## config.mk

```make
export PLATFORM = sky130hd
export DESIGN_NAME = pool2d_stream_flat
export DESIGN_NICKNAME = d
export VERILOG_FILES = /design/src/rtl/pool2d_stream_if.sv /design/src/rtl/pool2d_stream.sv /design/src/flat_wrapper.sv
export SDC_FILE = /design/constraint.sdc
export NUM_CORES = 1
export LEC_CHECK = 0
export CAP_MARGIN = 5
export CORE_MARGIN = 2
export CORE_UTILIZATION = 50
export CTS_BUF_LIST = sky130_fd_sc_hd__clkbuf_2
export CTS_CLUSTER_SIZE = 14
export DETAILED_ROUTE_END_ITERATION = 8
export PLACE_DENSITY = 0.69
export SLEW_MARGIN = 10
export SYNTH_ARGS = -nofsm -noshare
export SYNTH_HDL_FRONTEND = slang
export SYNTH_SLANG_ARGS = --single-unit
```

## constraint.sdc

```tcl
create_clock -name clk -period 6.4 [get_ports clk]
set_clock_uncertainty 0.05 [all_clocks]
set_input_delay 1.28 -clock clk [delete_from_list [all_inputs] [get_ports clk]]
set_output_delay 1.28 -clock clk [all_outputs]
set_load 0.05 [all_outputs]
```

## src/rtl/pool2d_stream_if.sv

```systemverilog
// pool2d_stream_if: pixel-in / pooled-pixel-out valid/ready stream pair.
interface pool2d_stream_if #(parameter int DATA_W = 32);
    logic                     in_valid, in_ready, out_valid, out_ready, out_last;
    logic signed [DATA_W-1:0] in_data, out_data;
    modport master (output in_valid, in_data, out_ready, input in_ready, out_valid, out_data, out_last);
    modport slave  (input in_valid, in_data, out_ready, output in_ready, out_valid, out_data, out_last);
endinterface

```

## src/rtl/pool2d_stream.sv

```systemverilog
// pool2d_stream: streaming non-overlapping POOLxPOOL average/max pooling over a raster feature map.
module pool2d_stream #(
    parameter int DATA_W = 32,
    parameter int FM_W   = 6,
    parameter int FM_H   = 6,
    parameter int POOL   = 2
) (
    input  logic            clk,
    input  logic            rst,
    input  logic            mode,
    pool2d_stream_if.slave  s,
    output logic            frame_done,
    output logic            busy
);
    localparam int LP    = $clog2(POOL);
    localparam int ACC_W = DATA_W + 2*LP;
    localparam int NA    = FM_W / POOL;
    localparam int CW    = $clog2(FM_W);
    localparam int RW    = $clog2(FM_H);
    localparam int IW    = NA > 1 ? $clog2(NA) : 1;
    localparam logic [CW-1:0] CMAX = CW'(FM_W - 1);
    localparam logic [RW-1:0] RMAX = RW'(FM_H - 1);

    if (POOL < 2 || (POOL & (POOL - 1)) != 0 || FM_W % POOL != 0 || FM_H % POOL != 0) begin : g_bad_params
        $error("pool2d_stream: POOL must be a power of two >= 2 dividing FM_W and FM_H");
    end

    typedef enum logic [1:0] {IDLE, RUN, FLUSH} state_t;
    state_t state, state_n;

    logic [CW-1:0]           col;
    logic [RW-1:0]           row;
    logic [IW-1:0]           idx;
    logic signed [ACC_W-1:0] acc [NA];
    logic signed [ACC_W-1:0] sx, cur, comb_v;
    logic mode_q, mode_e, in_fire, out_fire, first, final_px, last_px;

    assign in_fire  = s.in_valid & s.in_ready;
    assign out_fire = s.out_valid & s.out_ready;

    always_ff @(posedge clk)
        state <= !rst ? IDLE : state_n;

    always_comb
        state_n = state == IDLE ? (in_fire ? RUN : IDLE)
                : state == RUN  ? (in_fire && last_px ? FLUSH : RUN)
                :                 (out_fire && s.out_last ? IDLE : FLUSH);

    always_comb begin
        s.in_ready = state != FLUSH && !(s.out_valid && !s.out_ready);
        busy       = state != IDLE;
    end

    // The pixel that starts a frame must already see the live mode input.
    always_comb begin
        mode_e   = state == IDLE ? mode : mode_q;
        idx      = IW'(col >> LP);
        sx       = ACC_W'(s.in_data);
        cur      = acc[idx];
        comb_v   = mode_e ? (sx > cur ? sx : cur) : cur + sx;
        first    = row[LP-1:0] == '0 && col[LP-1:0] == '0;
        final_px = &row[LP-1:0] && &col[LP-1:0];
        last_px  = col == CMAX && row == RMAX;
    end

    always_ff @(posedge clk) begin
        if (!rst) begin
            col         <= '0;
            row         <= '0;
            mode_q      <= 1'b0;
            frame_done  <= 1'b0;
            s.out_valid <= 1'b0;
            s.out_data  <= '0;
            s.out_last  <= 1'b0;
            for (int i = 0; i < NA; i++) acc[i] <= '0;
        end else begin
            frame_done <= out_fire && s.out_last;
            if (state == IDLE && in_fire) mode_q <= mode;
            if (in_fire) begin
                acc[idx] <= first ? sx : comb_v;
                col      <= col == CMAX ? '0 : col + 1'b1;
                if (col == CMAX) row <= row == RMAX ? '0 : row + 1'b1;
            end
            if (in_fire && final_px) begin
                s.out_valid <= 1'b1;
                s.out_data  <= mode_e ? DATA_W'(comb_v) : DATA_W'(comb_v >>> (2*LP));
                s.out_last  <= last_px;
            end else if (out_fire) begin
                s.out_valid <= 1'b0;
                s.out_last  <= 1'b0;
            end
        end
    end
endmodule

```

## src/flat_wrapper.sv

```systemverilog
// flat-port wrapper written by rule: the top's interface ports become plain ports
module pool2d_stream_flat 
#(
    parameter int DATA_W = 32,
    parameter int FM_W   = 6,
    parameter int FM_H   = 6,
    parameter int POOL   = 2
)
  (clk, rst, mode, frame_done, busy, s_in_valid, s_in_data, s_out_ready, s_in_ready, s_out_valid, s_out_data, s_out_last);
  pool2d_stream_if #(.DATA_W(DATA_W)) s_i ();
  input  logic clk;
  input  logic rst;
  input  logic mode;
  output logic frame_done;
  output logic busy;
  input wire logic [$bits(s_i.in_valid)-1:0] s_in_valid;
  input wire logic [$bits(s_i.in_data)-1:0] s_in_data;
  input wire logic [$bits(s_i.out_ready)-1:0] s_out_ready;
  output wire logic [$bits(s_i.in_ready)-1:0] s_in_ready;
  output wire logic [$bits(s_i.out_valid)-1:0] s_out_valid;
  output wire logic [$bits(s_i.out_data)-1:0] s_out_data;
  output wire logic [$bits(s_i.out_last)-1:0] s_out_last;
  assign s_i.in_valid = s_in_valid;
  assign s_i.in_data = s_in_data;
  assign s_i.out_ready = s_out_ready;
  assign s_in_ready = s_i.in_ready;
  assign s_out_valid = s_i.out_valid;
  assign s_out_data = s_i.out_data;
  assign s_out_last = s_i.out_last;
  pool2d_stream #(.DATA_W(DATA_W), .FM_W(FM_W), .FM_H(FM_H), .POOL(POOL)) u_core (.clk(clk), .rst(rst), .mode(mode), .s(s_i), .frame_done(frame_done), .busy(busy));
endmodule
```

==> run metrics, run 1 <==
outcome=finished, final reports clean; Port Buffers=73; Slew HR=0.288; simple-gate share of the synthesized area=0.174; routed vias/inst=6.53; share of layout cells above drive strength 1=0.101; Worst Max-Slew Pin Slew=1050 ps; M1 GR Usage=0.461; VDD IR max=113 uV; total gr overflow=0; initial antenna violation count=1; worst skew pair latency=810 ps; critical setup path kind=reg -> reg; Worst R2R Path Depth=13; max-slew violations=0; Seq/Total Area, Yosys=0.418; # setup viols final=0; Required @ worst endpoint=6930 ps; Root Buffer=clkbuf_2; flop2flop setup slack=1200 ps; 1st-iter DRT viols=1153; GR Util met2=0.460; Post-synth EDFFs=136; Critical Path End=u_core.acc[2][3]; Leak=0.00506 uW; routed wire length=38900 um; Hold WC Path Type=reg -> reg; pin count of the biggest net entering global routing=36; Ys Warns=0; H-tree levels=4; Die W=159 um; met3 usage=0.0683; total die area=25200 um^2; most frequent cells in the layout=nor2_1 (147), edfxtp_1 (136), inv_1 (88), nor3_1 (80), ha_1 (78); Final period util=0.813; wire length of the first global-routing pass=58200 um; Remaining DRCs=0; compound-cell area share of the yosys netlist=0.189; final core occ=0.568; Via Count=10600; Total Power=3070 uW; #FFs+latches synth=182; GRT Max-Usage Layer=met1; CTS Buf Count=17; Syn Std Cell Area=12000 um^2; Synth area leaders=edfxtp_1 (34%), ha_1 (8.2%), dfxtp_1 (7.7%); Netlist cell types=79; Synth Area in XOR/XNOR=0.0117; hold_ws=429 ps; Post-CTS Setup Bufs=0; Synth Area in Adders=0.0833; std cell rows=56; FMAX=192 MHz; CTS tree=built; critical path peak fanout=18; largest family of logic cells by synthesized area=compound AO/OA/AOI/OAI gates; IO Pins=74; FFs w/ async S/R, synth=0; Core Footprint=23500 um^2; CTS max path bufs=2; starting density of the core=0.510; syn avg cell area=9.68 um^2; Gate Count Post-Synth=1236; final hold vios=0; Max-cap violations=0; Worst R2R End=u_core.acc[2][3]; mux cell area share after synthesis=0.0712; vias in the first global route=9789; CTS clock-pin slew for the worst setup and hold paths=350 ps; Pwr Density=230 nW/um^2; most common cell after layout, fill and taps aside=nor2_1; Die Ht=159 um; dominant synthesized flop cell=edfxtp_1; Synth top area share=0.341; hold_buf cts=0; cell taking the most area after synthesis=edfxtp_1; nets=1406; Routed WL per cell=24.0 um; clk sinks=182; WP data arrival=5740 ps; 1st-pass router iterations=5; GRT Total Usage=0.312; post_cts resized=0; Post-Route Setup TNS=0 ps; Routed Antenna Nets=0; RD Place Congestion=1.00; RSZ-0062 raised after global routing=no; crit end category=register; Worst setup SP type=register; Net Count, Synth=1352; Area Growth Syn to Fin=11.5%; hpwl dp=28400 um; Period minus WS final=5200 ps
==> cell type report <==
class	count	area, um^2
fillers	2065	10100
multi-input cells	894	6370
flip-flops and latches	182	5010
repair buffers	107	986
well taps	319	399
inverters	88	330
clock inverters	14	155
clock buffers	18	90.1
diodes	1	2.50
==> synthesized netlist by cell type (7+ instances only) <==
master / number
a211oi_1: 21
a21o_1: 11
a21oi_1: 74
a31oi_1: 9
a32o_1: 12
and3_1: 11
buf_2: 12
clkbuf_1: 53
dfxtp_1: 46
edfxtp_1: 136
ha_1: 78
inv_1: 88
mux2i_1: 12
mux4_2: 30
nand2_1: 64
nand2b_1: 8
nand3_1: 31
nand4_1: 15
nor2_1: 150
nor2b_1: 13
nor3_1: 81
nor3b_1: 7
nor4_1: 11
o211a_1: 7
o211ai_1: 17
o21a_1: 8
o21ai_0: 54
o221ai_1: 10
o22ai_1: 10
o31ai_1: 26
or3_1: 9
xnor2_1: 15
==> cell families after synthesis <==
group | count (synthesis)
buf+inv | 160
xor+xnor | 16
simple gates | 428
fa+ha+maj | 79
mux | 47
compound gates | 324
flops | 182
==> state kept, by name (all words and copies together) (netlist names), named ones only <==
signal	flops
u_core.mode_q	1
u_core.row	3
u_core.s.out_last	1
u_core.acc	136
u_core.s.out_data	32
u_core.frame_done	1
u_core.state	2
u_core.col	3
u_core.s.out_valid	1
==> per-stage QoR <==
step                area (um^2)  instances  worst slack (ps)
global route              13300       1623               913
detailed placement        13100       1590               832
CTS                       13300       1622              1230
global placement          13100       1590               951
finish                    13300       1623              1200
floorplan                 12000       1236              1850
==> routing by layer <==
metal	vias up	part of all wire
met5	-	0
met4	0	0.025
met3	76	0.11
met2	601	0.43
met1	5147	0.43
li1	4778	-
==> worst min path at each step <==
stage	cells after the start	slack, ps	end	startpoint
final	2	430	u_core.s.out_data[11]	u_core.s.out_data[11]
after CTS	2	430	u_core.s.out_data[29]	u_core.s.out_data[29]
after global routing	2	450	u_core.s.out_data[26]	u_core.s.out_data[26]
after detailed placement	2	400	u_core.s.out_data[11]	u_core.s.out_data[11]
after floorplan	1	420	u_core.state[0]	u_core.state[1]
after global placement	2	390	u_core.s.out_data[16]	u_core.s.out_data[16]
==> power breakdown <==
part           leakage, uW  internal [uW]  total (uW)  switching, uW
sequential         0.00174           1320        1340           16.8
combinational      0.00318            357        1100            746
clock             0.000143            132         625            492
==> critical path, stage by stage, from the launching register on <==
cell and delay (ps):
dfxtp_2 670, buf_4 380, mux4_2 610, inv_1 140, ha_1 260, a21oi_1 140, nor2_1 60, a211oi_1 400
o211ai_1 330, o21a_1 360, nor3_4 750, buf_4 330, mux2i_1 390, nor2_1 100
Power figures use the tool's default switching activity.
==> inputs of run 2 (changes only) <==
clock period = 5.1 ns   (was 6.4 ns; I/O delays follow)
==> run metrics, run 2 (synthesis results as in run 1) <==
WP data arrival=5450 ps (was 5740 ps); FMAX=208 MHz (was 192 MHz); Worst setup SP type=register (unchanged); max-slew violations=0 (unchanged); Routed WL per cell=24.1 um (was 24.0 um); Port Buffers=73 (unchanged); routed wire length=39900 um (was 38900 um); Via Count=10700 (was 10600); VDD IR max=180 uV (was 113 uV); share of layout cells above drive strength 1=0.125 (was 0.101); CTS clock-pin slew for the worst setup and hold paths=360 ps (was 350 ps); Routed Antenna Nets=0 (unchanged); Reg with most FFs=u_core.acc (unchanged); area of the multi-input gates=6370 um^2 (unchanged); Required @ worst endpoint=5730 ps (was 6930 ps); wire length of the first global-routing pass=59700 um (was 58200 um); IO Pins=74 (unchanged); GRT Total Usage=0.322 (was 0.312); routed vias/inst=6.47 (was 6.53); Die W=159 um (unchanged); initial antenna violation count=1 (unchanged); Core Footprint=23500 um^2 (unchanged); Period minus WS final=4820 ps (was 5200 ps); RSZ-0062 raised after global routing=no (unchanged); 1st-iter DRT viols=1455 (was 1153); crit end category=register (unchanged); RD Place Congestion=1.03 (was 1.00); nets=1441 (was 1406); 1st-pass router iterations=6 (was 5); Post-CTS Setup Bufs=0 (unchanged); Worst Max-Slew Pin Slew=907 ps (was 1050 ps); Die Ht=159 um (unchanged); pin count of the biggest net entering global routing=47 (was 36); Leak=0.00527 uW (was 0.00506 uW); Max-cap violations=0 (unchanged); final hold vios=0 (unchanged); Remaining DRCs=0 (unchanged); fillers=2083 (was 2065); flop2flop setup slack=280 ps (was 1200 ps); critical path peak fanout=13 (was 18); CTS tree=built (unchanged); Setup WS post-layout=281 ps (was 1200 ps); Largest register FFs=136 (unchanged); crit-path cells=mux2_2 -> o21ai_0 -> ha_1 -> inv_1 -> nand4_1 -> a2111oi_0 -> buf_4 -> nor3_1 -> a21oi_1 -> a41oi_1 -> a2bb2oi_1 -> nor3b_1 (was buf_4 -> mux4_2 -> inv_1 -> ha_1 -> a21oi_1 -> nor2_1 -> a211oi_1 -> o211ai_1 -> o21a_1 -> nor3_4 -> buf_4 -> mux2i_1 -> nor2_1); critical path's largest stage delay=690 ps (was 750 ps); Hold WC Path Type=reg -> reg (unchanged); vias in the first global route=9888 (was 9789); Post-Route Setup TNS=0 ps (unchanged); Final period util=0.945 (was 0.813); critical setup path kind=reg -> reg (unchanged); Slew HR=0.388 (was 0.288); H-tree levels=4 (unchanged); Area Growth Syn to Fin=14.6% (was 11.5%); DP Worst Slack=252 ps (was 832 ps); post_cts resized=0 (unchanged); # setup viols final=0 (unchanged); hold_buf cts=0 (unchanged); worst skew pair latency=850 ps (was 810 ps); hpwl dp=29600 um (was 28400 um); Sequential Area=5010 um^2 (unchanged); Root Buffer=clkbuf_2 (unchanged); CP top delay family=compound AO/OA/AOI/OAI gates (unchanged); Slowest-stage cell, CP=dfxtp_2 (was nor3_4); total die area=25200 um^2 (unchanged); CTS Buf Count=17 (unchanged); starting density of the core=0.510 (unchanged); final core occ=0.584 (was 0.568); Pwr Density=292 nW/um^2 (was 230 nW/um^2); std cell rows=56 (unchanged); most common cell after layout, fill and taps aside=nor2_1 (unchanged); most frequent cells in the layout=nor2_1 (147), edfxtp_1 (136), inv_1 (88), nor3_1 (80), ha_1 (78) (unchanged); Total Power=4000 uW (was 3070 uW); CTS max path bufs=2 (unchanged); Crit path buffers/inverters=2 (was 3); clk sinks=182 (unchanged); total gr overflow=0 (unchanged); outcome=finished, final reports clean (unchanged); largest registers=u_core.acc (136), u_core.s.out_data (32) (unchanged)
[run 2: cell types whose count changed in the layout (fill, tap and decap cells not counted), sizes merged]
cell / delta
buf: +35
clkbuf: -1
clkinv: +4
clkinvlp: -2
inv: -1
[run 2: path summary, 6_finish.rpt]
kind | startpoint | end | cells past startpoint
setup / recovery | register | u_core.acc[2][33] | 12
hold / removal | u_core.s.out_data[24] | u_core.s.out_data[24] | 2
setup reg to reg | register | u_core.acc[2][33] | 12
hold reg to reg | u_core.s.out_data[24] | u_core.s.out_data[24] | 2
[run 2: routing by layer]
metal,share of wire,track usage,routed length (um),vias up
met5,0,0,0,-
li1,-,-,-,4836
met3,0.11,0.0768,4360,66
met4,0.024,0.0918,969,0
met1,0.43,0.481,17300,5251
met2,0.43,0.465,17300,570
[run 2: tightest hold or removal path, delay by kind of cell, from the launching register on]
| kind | cells | cell delay (ps) |
|---|---|---|
| flops | 1 | 400 |
| simple gates | 2 | 100 |
[run 2: cell type report]
type / instances / share of cell area
sequential: 182 / 0.365
antenna: 1 / 0.000183
clock inverter: 15 / 0.0158
multi-input combinational: 894 / 0.465
tap: 319 / 0.0291
inverter: 88 / 0.0241
timing repair buffer: 142 / 0.0947
clock buffer: 17 / 0.00621
[run 2: stage by stage]
stage	cells	cell area, um^2	hold slack (ps)
global route	1658	13700	457
detailed placement	1625	13400	397
floorplan	1236	12000	418
finish	1658	13700	439
global placement	1625	13400	386
CTS	1657	13700	440
[run 2: power by group]
part | internal [uW] | switching (uW)
Sequential | 1660 | 18.7
Clock | 195 | 679
Combinational | 494 | 954
==> inputs of run 3 (changes only) <==
RECOVER_POWER = 25   (was unset)
==> run metrics, run 3 (synthesis results as in run 1) <==
routed wire length=39900 um (about the same); RD Place Congestion=1.03 (unchanged); Routed Antenna Nets=0 (unchanged); outcome=complete, but fails checks (was finished, final reports clean); std cell rows=56 (unchanged); total gr overflow=0 (unchanged); Post-Route Setup TNS=0 ps (unchanged); CTS tree=built (unchanged); failing checks=capacitance limit, slew limit; Routed WL per cell=24.1 um (about the same); Core Footprint=23500 um^2 (unchanged); critical setup path kind=reg -> reg (unchanged); RSZ-0062 raised after global routing=no (unchanged); most common cell after layout, fill and taps aside=nor2_1 (unchanged); Largest register FFs=136 (unchanged); hold_ws=439 ps (about the same); Remaining DRCs=0 (unchanged); Pwr Density=292 nW/um^2 (about the same); GR Util met2=0.465 (unchanged); Die Ht=159 um (unchanged); Via Count=10800 (was 10700); GRT Max-Usage Layer=met1 (unchanged); Reg with most FFs=u_core.acc (unchanged); pin count of the biggest net entering global routing=47 (unchanged); Leak=0.00525 uW (was 0.00527 uW); Required @ worst endpoint=5710 ps (was 5730 ps); CTS Buf Count=17 (unchanged); Slew HR=-0.430 (was 0.388); VDD IR max=181 uV (was 180 uV); clk sinks=182 (unchanged); max-slew violations=89 (was 0); # setup viols final=0 (unchanged); FMAX=206 MHz (was 208 MHz); area of the multi-input gates=6360 um^2 (was 6370 um^2); Root Buffer=clkbuf_2 (unchanged); 1st-pass router iterations=6 (unchanged); fillers=2091 (was 2083); post_cts resized=0 (unchanged); Port Buffers=73 (unchanged); 1st-iter DRT viols=1389 (was 1455); H-tree levels=4 (unchanged); Period minus WS final=4860 ps (was 4820 ps); nets=1441 (unchanged); GRT Total Usage=0.322 (unchanged); Sequential Area=5010 um^2 (unchanged); vias in the first global route=9888 (unchanged); total die area=25200 um^2 (unchanged); most frequent cells in the layout=nor2_1 (148), edfxtp_1 (136), inv_1 (88), nor3_1 (80), ha_1 (78) (was nor2_1 (147), edfxtp_1 (136), inv_1 (88), nor3_1 (80), ha_1 (78)); critical path peak fanout=13 (unchanged); largest registers=u_core.acc (136), u_core.s.out_data (32) (unchanged); Post-CTS Setup Bufs=0 (unchanged); share of layout cells above drive strength 1=0.121 (was 0.125); M1 GR Usage=0.481 (unchanged); hpwl dp=29600 um (unchanged); starting density of the core=0.510 (unchanged); met3 usage=0.0768 (unchanged); wire length of the first global-routing pass=59700 um (unchanged); WP data arrival=5470 ps (was 5450 ps); Hold WC Path Type=reg -> reg (unchanged); routed vias/inst=6.49 (was 6.47); worst skew pair latency=830 ps (was 850 ps); final hold vios=0 (unchanged); crit end category=register (unchanged); Max-cap violations=3 (was 0); initial antenna violation count=1 (unchanged); CTS clock-pin slew for the worst setup and hold paths=360 ps (about the same); final core occ=0.582 (was 0.584); Final period util=0.953 (was 0.945); Worst setup SP type=register (unchanged); CTS max path bufs=2 (unchanged); Die W=159 um (unchanged); Area Growth Syn to Fin=14.3% (was 14.6%); IO Pins=74 (unchanged); hold_buf cts=0 (unchanged); Worst Max-Slew Pin Slew=2150 ps (was 907 ps)
run 3: path summary, 6_finish.rpt:
check                        start               endpoint  slack [ps]  cells after the start
min reg2reg  u_core.s.out_data[24]  u_core.s.out_data[24]         440                      2
max reg2reg               register      u_core.acc[2][33]         240                     12
min          u_core.s.out_data[24]  u_core.s.out_data[24]         440                      2
max                       register      u_core.acc[2][33]         240                     12
run 3: per-stage QoR:
stage | std cells | area (um^2) | power [uW] | setup slack [ps]
after floorplan | 1236 | 12000 | 2590 | 740
after global placement | 1625 | 13400 | 3100 | 213
after detailed placement | 1625 | 13400 | 3100 | 252
after CTS | 1657 | 13700 | 3970 | 378
after global routing | 1658 | 13700 | 4160 | 52.1
final | 1658 | 13700 | 3990 | 242
run 3: worst max-delay path, stage by stage (launching register included):
cell       delay, ps
dfxtp_2          700
mux2_2           380
o21ai_0          550
ha_1             420
inv_1            130
nand4_1          170
a2111oi_0        650
buf_4            230
nor3_1            50
a21oi_1          510
a41oi_1          240
a2bb2oi_1        380
nor3b_1          230
run 3: area by class of cell:
| type | count | area share |
|---|---|---|
| multi-input cells | 894 | 0.465 |
| flip-flops and latches | 182 | 0.366 |
| repair buffers | 142 | 0.0928 |
| well taps | 319 | 0.0292 |
| inverters | 88 | 0.0242 |
| clock inverters | 15 | 0.0158 |
| clock buffers | 17 | 0.00622 |
| diodes | 1 | 0.000183 |
run 3: layer usage:
| layer | up-vias | wire length, um |
|---|---|---|
| met2 | 593 | 17200 |
| met3 | 73 | 4410 |
| met4 | 0 | 1010 |
| met1 | 5260 | 17300 |
| li1 | 4835 | - |
| met5 | - | 0 |
run 3: power by group:
group	switching, uW	internal (uW)
Combinational	954	491
Clock	673	195
Sequential	18.7	1660
